==> src/rtl/wash_pkg.sv <==
// ----------------------------------------------------------------------------
// wash_pkg
// Shared definitions for the washing-machine timer / level-sense block:
//   - phase encoding (phase_t plus one constant per phase)
//   - default values for every wash_timer_sense parameter
//   - small helpers used by the counters and the phase decoder
// No ports (package).
// ----------------------------------------------------------------------------
package wash_pkg;

    typedef logic [2:0] phase_t;

    localparam logic [2:0] PH_IDLE     = 3'd0;
    localparam logic [2:0] PH_FILLING  = 3'd1;
    localparam logic [2:0] PH_WASHING  = 3'd2;
    localparam logic [2:0] PH_DRAINING = 3'd3;
    localparam logic [2:0] PH_SPINNING = 3'd4;
    localparam logic [2:0] PH_FAULT    = 3'd5;

    localparam logic [15:0] CYCLE_TICKS_DEF = 16'd1000;
    localparam logic [15:0] SPIN_TICKS_DEF  = 16'd500;
    localparam logic [7:0]  FILL_LEVEL_DEF  = 8'd200;
    localparam logic [7:0]  EMPTY_LEVEL_DEF = 8'd10;
    localparam logic [3:0]  DEBOUNCE_DEF    = 4'd8;
    localparam logic [15:0] VALVE_LIMIT_DEF = 16'd4000;

    localparam logic [15:0] CNT_MAX = 16'hFFFF;

    // Increment that sticks at all-ones instead of wrapping to zero.
    function automatic logic [15:0] sat_inc16(input logic [15:0] value);
        logic [15:0] result;
        if (value == CNT_MAX) begin
            result = value;
        end else begin
            result = value + 16'd1;
        end
        return result;
    endfunction

    // True when two or more of the three controller commands are active.
    function automatic logic multi_cmd(input logic a, input logic b, input logic c);
        return (a & b) | (a & c) | (b & c);
    endfunction

endpackage

==> src/rtl/level_debounce.sv <==
// ----------------------------------------------------------------------------
// level_debounce
// Turns a per-cycle threshold comparison into a stable level. The output only
// flips after DEBOUNCE consecutive samples disagree with it; any sample that
// agrees with the current output restarts the count.
// Ports:
//   clk     in  1  system clock, rising edge
//   reset   in  1  asynchronous, active-low
//   sample  in  1  raw threshold comparison for this cycle
//   level   out 1  debounced (registered) level
// ----------------------------------------------------------------------------
module level_debounce
    import wash_pkg::*;
#(
    parameter logic [3:0] DEBOUNCE = DEBOUNCE_DEF
) (
    input  logic clk,
    input  logic reset,
    input  logic sample,
    output logic level
);

    logic [3:0] agree_cnt_r;
    logic       level_r;
    logic [4:0] agree_inc_s;
    logic [3:0] agree_cnt_next_s;
    logic       level_next_s;

    // Count disagreeing samples; flip the level once enough arrive in a row.
    always_comb begin
        agree_inc_s      = {1'b0, agree_cnt_r} + 5'd1;
        agree_cnt_next_s = 4'd0;
        level_next_s     = level_r;
        if (sample != level_r) begin
            if (agree_inc_s >= {1'b0, DEBOUNCE}) begin
                level_next_s     = sample;
                agree_cnt_next_s = 4'd0;
            end else begin
                agree_cnt_next_s = agree_inc_s[3:0];
            end
        end else begin
            agree_cnt_next_s = 4'd0;
        end
    end

    // Debounce state registers.
    always_ff @(posedge clk or negedge reset) begin
        if (!reset) begin
            agree_cnt_r <= 4'd0;
            level_r     <= 1'b0;
        end else begin
            agree_cnt_r <= agree_cnt_next_s;
            level_r     <= level_next_s;
        end
    end

    assign level = level_r;

endmodule

==> src/rtl/wash_timer_sense.sv <==
// ----------------------------------------------------------------------------
// wash_timer_sense
// Supervises a washing-machine controller: tracks the current phase from the
// motor / valve commands, times the wash and spin phases, limits how long a
// valve may stay open and debounces the water-level sensor.
// Ports:
//   clk            in  1  system clock, rising edge
//   reset          in  1  asynchronous, active-low
//   motor_on       in  1  wash motor command
//   fill_value_on  in  1  fill valve command
//   drain_value_on in  1  drain valve command
//   level_raw      in  8  water-level sample, valid every cycle
//   filled         out 1  debounced level_raw >= FILL_LEVEL
//   drained        out 1  debounced level_raw <= EMPTY_LEVEL
//   cycle_timeout  out 1  wash time elapsed, held while washing
//   spin_timeout   out 1  spin time elapsed, held while spinning
//   fault          out 1  sticky error, cleared only by reset
// ----------------------------------------------------------------------------
module wash_timer_sense
    import wash_pkg::*;
#(
    parameter logic [15:0] CYCLE_TICKS = CYCLE_TICKS_DEF,
    parameter logic [15:0] SPIN_TICKS  = SPIN_TICKS_DEF,
    parameter logic [7:0]  FILL_LEVEL  = FILL_LEVEL_DEF,
    parameter logic [7:0]  EMPTY_LEVEL = EMPTY_LEVEL_DEF,
    parameter logic [3:0]  DEBOUNCE    = DEBOUNCE_DEF,
    parameter logic [15:0] VALVE_LIMIT = VALVE_LIMIT_DEF
) (
    input  logic       clk,
    input  logic       reset,
    input  logic       motor_on,
    input  logic       fill_value_on,
    input  logic       drain_value_on,
    input  logic [7:0] level_raw,
    output logic       filled,
    output logic       drained,
    output logic       cycle_timeout,
    output logic       spin_timeout,
    output logic       fault
);

    phase_t      phase_r;
    phase_t      decode_s;
    phase_t      phase_next_s;

    logic [15:0] wash_cnt_r;
    logic [15:0] spin_cnt_r;
    logic [15:0] valve_cnt_r;
    logic [15:0] wash_inc_s;
    logic [15:0] spin_inc_s;
    logic [15:0] valve_inc_s;
    logic [15:0] wash_cnt_next_s;
    logic [15:0] spin_cnt_next_s;
    logic [15:0] valve_cnt_next_s;

    logic        full_s;
    logic        empty_s;
    logic        valve_phase_s;
    logic        valve_stay_s;
    logic        valve_over_s;
    logic        wash_hold_s;
    logic        spin_hold_s;
    logic        valve_hold_s;

    logic        cycle_timeout_r;
    logic        spin_timeout_r;
    logic        fault_r;
    logic        cycle_timeout_next_s;
    logic        spin_timeout_next_s;
    logic        fault_next_s;

    // Raw threshold comparisons feeding the two debouncers.
    always_comb begin
        full_s  = (level_raw >= FILL_LEVEL);
        empty_s = (level_raw <= EMPTY_LEVEL);
    end

    level_debounce #(
        .DEBOUNCE (DEBOUNCE)
    ) u_full_debounce (
        .clk    (clk),
        .reset  (reset),
        .sample (full_s),
        .level  (filled)
    );

    level_debounce #(
        .DEBOUNCE (DEBOUNCE)
    ) u_empty_debounce (
        .clk    (clk),
        .reset  (reset),
        .sample (empty_s),
        .level  (drained)
    );

    // Phase requested by the controller this cycle. Conflicting commands are
    // treated as a fault before any single command is considered.
    always_comb begin
        decode_s = PH_IDLE;
        if (multi_cmd(motor_on, fill_value_on, drain_value_on)) begin
            decode_s = PH_FAULT;
        end else if (fill_value_on) begin
            decode_s = PH_FILLING;
        end else if (motor_on) begin
            decode_s = PH_WASHING;
        end else if (drain_value_on) begin
            // Once the drum is empty the drain command means the spin phase.
            if (drained) begin
                decode_s = PH_SPINNING;
            end else begin
                decode_s = PH_DRAINING;
            end
        end else begin
            decode_s = PH_IDLE;
        end
    end

    // Next phase, including the valve-open limit and the absorbing fault.
    always_comb begin
        valve_inc_s   = sat_inc16(valve_cnt_r);
        valve_phase_s = (phase_r == PH_FILLING) || (phase_r == PH_DRAINING);
        valve_stay_s  = valve_phase_s && (decode_s == phase_r);
        valve_over_s  = valve_stay_s && (valve_inc_s >= VALVE_LIMIT);
        phase_next_s  = PH_FAULT;
        case (phase_r)
            PH_IDLE, PH_FILLING, PH_WASHING, PH_DRAINING, PH_SPINNING: begin
                if (valve_over_s) begin
                    phase_next_s = PH_FAULT;
                end else begin
                    phase_next_s = decode_s;
                end
            end
            PH_FAULT: begin
                phase_next_s = PH_FAULT;
            end
            default: begin
                // Unreachable encodings are treated as a fault.
                phase_next_s = PH_FAULT;
            end
        endcase
    end

    // Counters advance only while the phase is unchanged across the edge, so
    // any phase change (including WASHING -> SPINNING) restarts them at zero.
    always_comb begin
        wash_inc_s   = sat_inc16(wash_cnt_r);
        spin_inc_s   = sat_inc16(spin_cnt_r);
        wash_hold_s  = (phase_r == PH_WASHING) && (phase_next_s == PH_WASHING);
        spin_hold_s  = (phase_r == PH_SPINNING) && (phase_next_s == PH_SPINNING);
        valve_hold_s = valve_phase_s && (phase_next_s == phase_r);

        if (wash_hold_s) begin
            wash_cnt_next_s = wash_inc_s;
        end else begin
            wash_cnt_next_s = 16'd0;
        end

        if (spin_hold_s) begin
            spin_cnt_next_s = spin_inc_s;
        end else begin
            spin_cnt_next_s = 16'd0;
        end

        if (valve_hold_s) begin
            valve_cnt_next_s = valve_inc_s;
        end else begin
            valve_cnt_next_s = 16'd0;
        end

        // Timeouts look at the post-edge count so they rise on the edge that
        // completes the last timed cycle, and drop on the edge that leaves.
        cycle_timeout_next_s = wash_hold_s && (wash_inc_s >= CYCLE_TICKS);
        spin_timeout_next_s  = spin_hold_s && (spin_inc_s >= SPIN_TICKS);
        fault_next_s         = (phase_next_s == PH_FAULT);
    end

    // Phase and timing counters.
    always_ff @(posedge clk or negedge reset) begin
        if (!reset) begin
            phase_r     <= PH_IDLE;
            wash_cnt_r  <= 16'd0;
            spin_cnt_r  <= 16'd0;
            valve_cnt_r <= 16'd0;
        end else begin
            phase_r     <= phase_next_s;
            wash_cnt_r  <= wash_cnt_next_s;
            spin_cnt_r  <= spin_cnt_next_s;
            valve_cnt_r <= valve_cnt_next_s;
        end
    end

    // Registered status outputs.
    always_ff @(posedge clk or negedge reset) begin
        if (!reset) begin
            cycle_timeout_r <= 1'b0;
            spin_timeout_r  <= 1'b0;
            fault_r         <= 1'b0;
        end else begin
            cycle_timeout_r <= cycle_timeout_next_s;
            spin_timeout_r  <= spin_timeout_next_s;
            fault_r         <= fault_next_s;
        end
    end

    assign cycle_timeout = cycle_timeout_r;
    assign spin_timeout  = spin_timeout_r;
    assign fault         = fault_r;

endmodule

==> config.mk <==
export PLATFORM = sky130hd
export DESIGN_NAME = wash_timer_sense
export DESIGN_NICKNAME = d
export VERILOG_FILES = /design/src/rtl/wash_pkg.sv /design/src/rtl/level_debounce.sv /design/src/rtl/wash_timer_sense.sv
export SDC_FILE = /design/constraint.sdc
export NUM_CORES = 1
export LEC_CHECK = 0
export BUFFER_PORTS_ARGS = -buffer_cell sky130_fd_sc_hd__buf_2
export CAP_MARGIN = 10
export CORE_AREA = 5 5 69 118
export CTS_CLUSTER_SIZE = 20
export DETAILED_ROUTE_END_ITERATION = 8
export DIE_AREA = 0 0 74 123
export GPL_ROUTABILITY_DRIVEN = 0
export HOLD_SLACK_MARGIN = 0.12
export PLACE_DENSITY = 0.71
export SYNTH_ARGS = -nofsm -noshare
export SYNTH_HDL_FRONTEND = slang
export SYNTH_SLANG_ARGS = --single-unit
==> constraint.sdc <==
create_clock -name clk -period 5.08 [get_ports clk]
set_input_delay 0.508 -clock clk [delete_from_list [all_inputs] [get_ports clk]]
set_output_delay 0.508 -clock clk [all_outputs]
set_load 0.01 [all_outputs]
==> results of run 1 <==
routing by layer:
layer	global-route usage	up-vias
li1	-	1514
met1	0.205	1506
met2	0.332	49
met3	0.0529	18
met4	0.107	0
met5	0	-
flip-flops by register name, indices dropped and copies added (netlist names):
signal and flops:
spin_cnt_r 16, valve_cnt_r 16, wash_cnt_r 16, u_empty_debounce.agree_cnt_r 4
u_full_debounce.agree_cnt_r 4, phase_r 3, cycle_timeout 1, fault 1
spin_timeout 1, u_empty_debounce.level 1, u_full_debounce.level 1
cell type report:
cell class,count,area (um^2),area share
Multi-Input combinational cell,326,2080,0.489
Sequential cell,64,1600,0.377
Clock buffer,10,229,0.0539
Clock inverter,6,108,0.0253
Tap cell,86,108,0.0253
Timing Repair Buffer,19,100,0.0236
Inverter,6,22.5,0.00530
final timing paths:
| check | from | end | cells after the start |
|---|---|---|---|
| worst min-delay path | reset | u_empty_debounce.agree_cnt_r[1] | 2 |
| worst max-delay path | valve_cnt_r[0] | valve_cnt_r[9] | 8 |
| worst max register to register | valve_cnt_r[0] | valve_cnt_r[9] | 8 |
| max in group asynchronous | reset | spin_timeout | 2 |
| min in group clk | u_empty_debounce.agree_cnt_r[3] | u_empty_debounce.agree_cnt_r[0] | 1 |
| worst min register to register | u_empty_debounce.agree_cnt_r[3] | u_empty_debounce.agree_cnt_r[0] | 1 |
cell families (layout without fill, tap and decap cells):
| logic type | Yosys count | in the layout | synth area share |
|---|---|---|---|
| muxes | 11 | 11 | 0.0318 |
| buffers and inverters | 17 | 41 | 0.0217 |
| xor gates and xnor gates | 29 | 29 | 0.0679 |
| adders and majority gates | 7 | 7 | 0.0234 |
| and+or+nand+nor | 202 | 202 | 0.290 |
| DFF | 64 | 64 | 0.428 |
| AOI/OAI and AO/OA | 71 | 71 | 0.137 |
| other | 1 | 6 | 0.00100 |
stage by stage:
stage / util / area, um^2 / total power [W]
final: 0.596 / 4250 / 0.00124
after global routing: 0.596 / 4250 / 0.00128
after CTS: 0.596 / 4250 / 0.00126
after detailed placement: 0.548 / 3910 / 0.000559
after global placement: 0.548 / 3910 / 0.000557
after floorplan: - / 3760 / 0.000538
worst max-delay path: cells and delay by family, from the launching register on:
| kind | cells | cell delay, ns |
|---|---|---|
| and+or+nand+nor | 4 | 0.89 |
| DFF | 1 | 0.40 |
| buffers and inverters | 1 | 0.29 |
| adders and majority gates | 1 | 0.24 |
| AOI/OAI and AO/OA | 2 | 0.77 |
power groups by stage:
stage | clock [W] | combinational [W] | sequential, W
after global placement | 0 | 0.0000301 | 0.000527
after floorplan | 0 | 0.0000107 | 0.000527
after CTS | 0.000710 | 0.0000316 | 0.000519
after global routing | 0.000729 | 0.0000363 | 0.000520
after detailed placement | 0 | 0.0000315 | 0.000528
final | 0.000689 | 0.0000306 | 0.000519
cell usage in the layout (no fill, tap or decap), types with 11 or more instances in the layout:
cell type and count:
nand2_1 37, nor3_1 14, dfrtp_1 64, xor2_1 14, and3_1 11, xnor2_1 15, nor2_1 55, nand3_1 21
o21ai_0 16, buf_2 17
==> flow_metrics.env, run 1 <==
export IMPL_hold_viol=0
export IMPL_drv_cap=0
export IMPL_hpwl_um=5640
export IMPL_outcome="finished clean"
export IMPL_arrival_ns=2.92
export IMPL_synth_most_common_cell="dfrtp_1"
export IMPL_cts_max_path_buffers=2
export IMPL_timing_fmax_mhz=366
export IMPL_fillers=616
export IMPL_root_buffer="clkbuf_16"
export IMPL_yosysTopAreaCell="dfrtp_1"
export IMPL_fin_skew_ns=0.00837
export IMPL_clkPwrFrac=0.556
export IMPL_ys_seq_elements=64
export IMPL_pwr_share_comb=0.025
export IMPL_finalSetupViolCount=0
export IMPL_final_min_clock_period_ns=2.74
export IMPL_dp_slack_ns=2.36
export IMPL_drt_total_wl_um=7800
export IMPL_final_cell_count_no_fill=517
export IMPL_drive_gt1_frac=0.135
export IMPL_antenna_found_initial=0
export IMPL_grt_pass1_wl_um=13600
export IMPL_drt_pass1_iter_count=4
export IMPL_cpPeakStageDelay_ns=0.64
export IMPL_wl_met3_um=238
export IMPL_wl_per_cell_um=15.1
export IMPL_via_count=3087
export IMPL_leakage_nw=1.70
export IMPL_critPathMaxFanout=7
export IMPL_core_um2=7130
export IMPL_synth_area_leaders="dfrtp_1, nor2_1, nand2_1"
export IMPL_drt_initial_drc_count=135
export IMPL_synth_seq_area_share=0.428
export IMPL_p_switching_w=0.000236
export IMPL_synth_top_cells_by_count="dfrtp_1, nor2_1, nand2_1, nand3_1, o21ai_0"
export IMPL_clk_latency_ns=0.33
export IMPL_finalMaxSlewViolations=0
export IMPL_viasPerCell=5.97
export IMPL_synth_ff_type="dfrtp_1"
export IMPL_die_h_um=123
export IMPL_worst_hold_path_type="in -> async"
export IMPL_h_tree_depth=3
export IMPL_fin_crit_sh=0.539
export IMPL_top_level_ports=18
export IMPL_hold_slack_ns=0.340
export IMPL_netlist_cell_type_count=68
export IMPL_p_seq_frac=0.419
export IMPL_cts_tree="built"
export IMPL_synth_edf_count=0
export IMPL_swShare=0.191
export IMPL_worst_pin_slew_ns=0.808
export IMPL_numPortBuffers=17
export IMPL_max_slew_margin=0.460
export IMPL_dp_cells=501
export IMPL_synth_top_area_frac=0.428
export IMPL_setup_tns_ns=0
export IMPL_path_class="reg -> reg"
export IMPL_setup_ws_ns=2.34
export IMPL_power_density_nw_per_um2=292
export IMPL_syn2layout_area_growth_pct=13.5
export IMPL_reg2reg_setup_slack_ns=2.34
export IMPL_rsz0062_at_grt="false"
export IMPL_wl_met1_um=3040
export IMPL_clk_pin_slew_worst_paths_ns=0.05
export IMPL_ys_warn_count=0
export IMPL_insertedDiodeCount=0
export IMPL_first_global_vias=3082
export IMPL_crit_slowest_cell="o41ai_2"
export IMPL_p_int_w=0.00100
export IMPL_die_w_um=74
export IMPL_grt_max_degree=65
export IMPL_layout_nets=446
export IMPL_ctsHoldBuffers=0
export IMPL_drc=0
export IMPL_synth_area_um2=3740
export IMPL_synth_avg_cell_area_um2=9.31
export IMPL_vdd_drop_max_mv=0.222
export IMPL_gr_total_overflow=0
export IMPL_postCtsSetupBuffers=0
export IMPL_ant_nets=0
export IMPL_syn_inst=402
export IMPL_die_area_um2=9100
export IMPL_grt_total_usage=0.192
export IMPL_async_flop_share=1.00
export IMPL_top_layer="met4"
export IMPL_numCtsBuffers=9
export IMPL_wl_met2_um=4340
export IMPL_num_rows=41
export IMPL_path_cells="ha_1, nand4_1, nor4_4, o31ai_1, and2_4, o41ai_2, buf_4, nor2_1"
export IMPL_cts_resized=0
export IMPL_cp_data_required_time_ns=5.26
export IMPL_start_util=0.525
export IMPL_worst_setup_path_start_kind="flop"
export IMPL_end_kind="flop"
export IMPL_cts_sinks=64
(Power assumes the default switching activity.)
==> run 2, diff against run 1 <==
--- a/config.mk
+++ b/config.mk
@@ -13,7 +13,7 @@
 export DIE_AREA = 0 0 74 123
 export GPL_ROUTABILITY_DRIVEN = 0
 export HOLD_SLACK_MARGIN = 0.12
-export PLACE_DENSITY = 0.71
+export PLACE_DENSITY = 0.73
 export SYNTH_ARGS = -nofsm -noshare
 export SYNTH_HDL_FRONTEND = slang
 export SYNTH_SLANG_ARGS = --single-unit
==> constraint.sdc (replaced) <==
create_clock -name clk -period 2.45 [get_ports clk]
set_input_delay 0.245 -clock clk [delete_from_list [all_inputs] [get_ports clk]]
set_output_delay 0.245 -clock clk [all_outputs]
set_load 0.01 [all_outputs]
==> run 2 against run 1 <==
Compared with the run above: critical path type unchanged; wire length increased by 7.9%; combinational power increased by 120%; cell count increased by 3.9%; largest cell class unchanged; critical endpoint is now valve_cnt_r[2]; highest routed layer unchanged.
==> flow_metrics.env, run 2 (synthesis results as in run 1) <==
export IMPL_path_class="reg -> reg"
export IMPL_die_h_um=123
export IMPL_crit_family="simple AND/OR/NAND/NOR gates"
export IMPL_antenna_found_initial=0
export IMPL_drt_initial_drc_count=142
export IMPL_h_tree_depth=3
export IMPL_critPathBufInv=2
export IMPL_p_seq_frac=0.436
export IMPL_holdPathStages=3
export IMPL_fin_skew_ns=0.00472
export IMPL_start_util=0.525
export IMPL_dp_slack_ns=0.0904
export IMPL_fin_crit_sh=0.988
export IMPL_die_w_um=74
export IMPL_layout_nets=466
export IMPL_drc=0
export IMPL_reg2reg_setup_slack_ns=0.03
export IMPL_timing_rr_end="valve_cnt_r[2]"
export IMPL_arrival_ns=2.63
export IMPL_p_switching_w=0.000483
export IMPL_final_min_clock_period_ns=2.42
export IMPL_top_level_ports=18
export IMPL_cts_sinks=64
export IMPL_clk_latency_ns=0.33
export IMPL_finalMaxSlewViolations=0
export IMPL_place_area_um2=4030
export IMPL_layout_commonest_cell="dfrtp_1"
export IMPL_power_density_nw_per_um2=555
export IMPL_worst_hold_path_type="in -> reg"
export IMPL_swShare=0.196
export IMPL_core_um2=7130
export IMPL_numPortBuffers=17
export IMPL_drt_pass1_iter_count=5
export IMPL_clk_pin_slew_worst_paths_ns=0.05
export IMPL_hold_path_startpoint="motor_on"
export IMPL_worst_pin_slew_ns=0.732
export IMPL_finalSetupViolCount=0
export IMPL_cpPeakStageDelay_ns=0.41
export IMPL_cts_max_path_buffers=2
export IMPL_leakage_nw=1.79
export IMPL_insertedDiodeCount=0
export IMPL_num_rows=41
export IMPL_final_cell_mix="dfrtp_1, nor2_1, nand2_1"
export IMPL_crit_slowest_cell="dfrtp_2"
export IMPL_r2r_start="valve_cnt_r[0]"
export IMPL_worst_setup_path_start_kind="flop"
export IMPL_drv_cap=0
export IMPL_timing_fmax_mhz=413
export IMPL_end_kind="flop"
export IMPL_r2r_cells=9
export IMPL_drive_gt1_frac=0.197
export IMPL_grt_pass1_wl_um=14300
export IMPL_hold_end="phase_r[0]"
export IMPL_max_slew_margin=0.512
export IMPL_numCtsBuffers=9
export IMPL_vdd_drop_max_mv=0.459
export IMPL_p_int_w=0.00199
export IMPL_syn2layout_area_growth_pct=19.0
export IMPL_first_global_vias=3283
export IMPL_viasPerCell=5.97
export IMPL_cp_data_required_time_ns=2.66
export IMPL_gr_total_overflow=0
export IMPL_setup_tns_ns=0
export IMPL_grt_total_usage=0.202
export IMPL_setup_ws_ns=0.0288
export IMPL_die_area_um2=9100
export IMPL_top_regs="spin_cnt_r (16), valve_cnt_r (16), wash_cnt_r (16)"
export IMPL_path_cells="ha_4, and4_2, nor3b_1, mux2_4, or3_4, o41ai_4, buf_4, buf_6, a21oi_2"
export IMPL_critPathMaxFanout=5
export IMPL_cts_tree="built"
export IMPL_outcome="finished clean"
export IMPL_hold_viol=0
export IMPL_hpwl_um=6010
export IMPL_drt_total_wl_um=8420
export IMPL_grt_max_degree=34
export IMPL_finalInstanceArea_um2=4450
export IMPL_ant_nets=0
export IMPL_via_count=3205
export IMPL_clkPwrFrac=0.537
export IMPL_wl_per_cell_um=15.7
export IMPL_pwr_share_comb=0.027
export IMPL_root_buffer="clkbuf_16"
==> run 2: cell type report <==
cell class | count | area (um^2)
fill | 591 | 2680
multi-input combinational | 326 | 2120
sequential | 64 | 1610
clock buffer | 14 | 284
timing repair buffer | 39 | 273
tap | 86 | 108
clock inverter | 2 | 35.0
inverter | 6 | 22.5
==> run 2: worst max path at each step <==
| stage | from | endpoint | slack [ns] | cells after the start |
|---|---|---|---|---|
| global placement | valve_cnt_r[0] | phase_r[1] | 0.14 | 7 |
| detailed placement | valve_cnt_r[1] | phase_r[1] | 0.09 | 7 |
| finish | valve_cnt_r[0] | valve_cnt_r[2] | 0.03 | 9 |
| global route | valve_cnt_r[0] | valve_cnt_r[2] | -0.04 | 9 |
| CTS | valve_cnt_r[1] | phase_r[1] | 0.09 | 7 |
| floorplan | valve_cnt_r[0] | valve_cnt_r[9] | 0.25 | 8 |
==> run 2: metrics by stage <==
stage                     instances  utilization  hold slack [ns]  total power (W)
after global placement          515        0.565            0.341          0.00116
after global routing            537        0.624            0.289          0.00257
final                           537        0.624            0.260          0.00247
after floorplan                 407            -          -0.0506          0.00112
after CTS                       532        0.611            0.256          0.00251
after detailed placement        515        0.565            0.351          0.00116
==> run 2: timing repair <==
item | in CTS | in global routing
endpoints found under the hold margin | 31 | 0
endpoints found under the setup margin | 0 | 15
resized for setup | 0 | 21
hold buffers | 1 | 0
buffers inserted | 0 | 4
==> run 2: per-layer routing <==
metal  track usage  vias up  wire length [um]
li1              -     1547                 -
met1         0.205     1558              3030
met3        0.0570       19               291
met2         0.363       81              4860
met4         0.107        0               243
met5             0        -                 0
==> run 2: power by group through the flow <==
stage / combinational, W / clock, W / sequential (W)
CTS: 0.0000701 / 0.00136 / 0.00108
floorplan: 0.0000221 / 0 / 0.00109
global route: 0.0000787 / 0.00141 / 0.00108
finish: 0.0000677 / 0.00133 / 0.00108
detailed placement: 0.0000690 / 0 / 0.00109
global placement: 0.0000657 / 0 / 0.00109
==> run 2: tightest hold or removal path, stage by stage <==
cell	delay [ns]
buf_2	0.11
o21ai_0	0.10
nand2_1	0.10
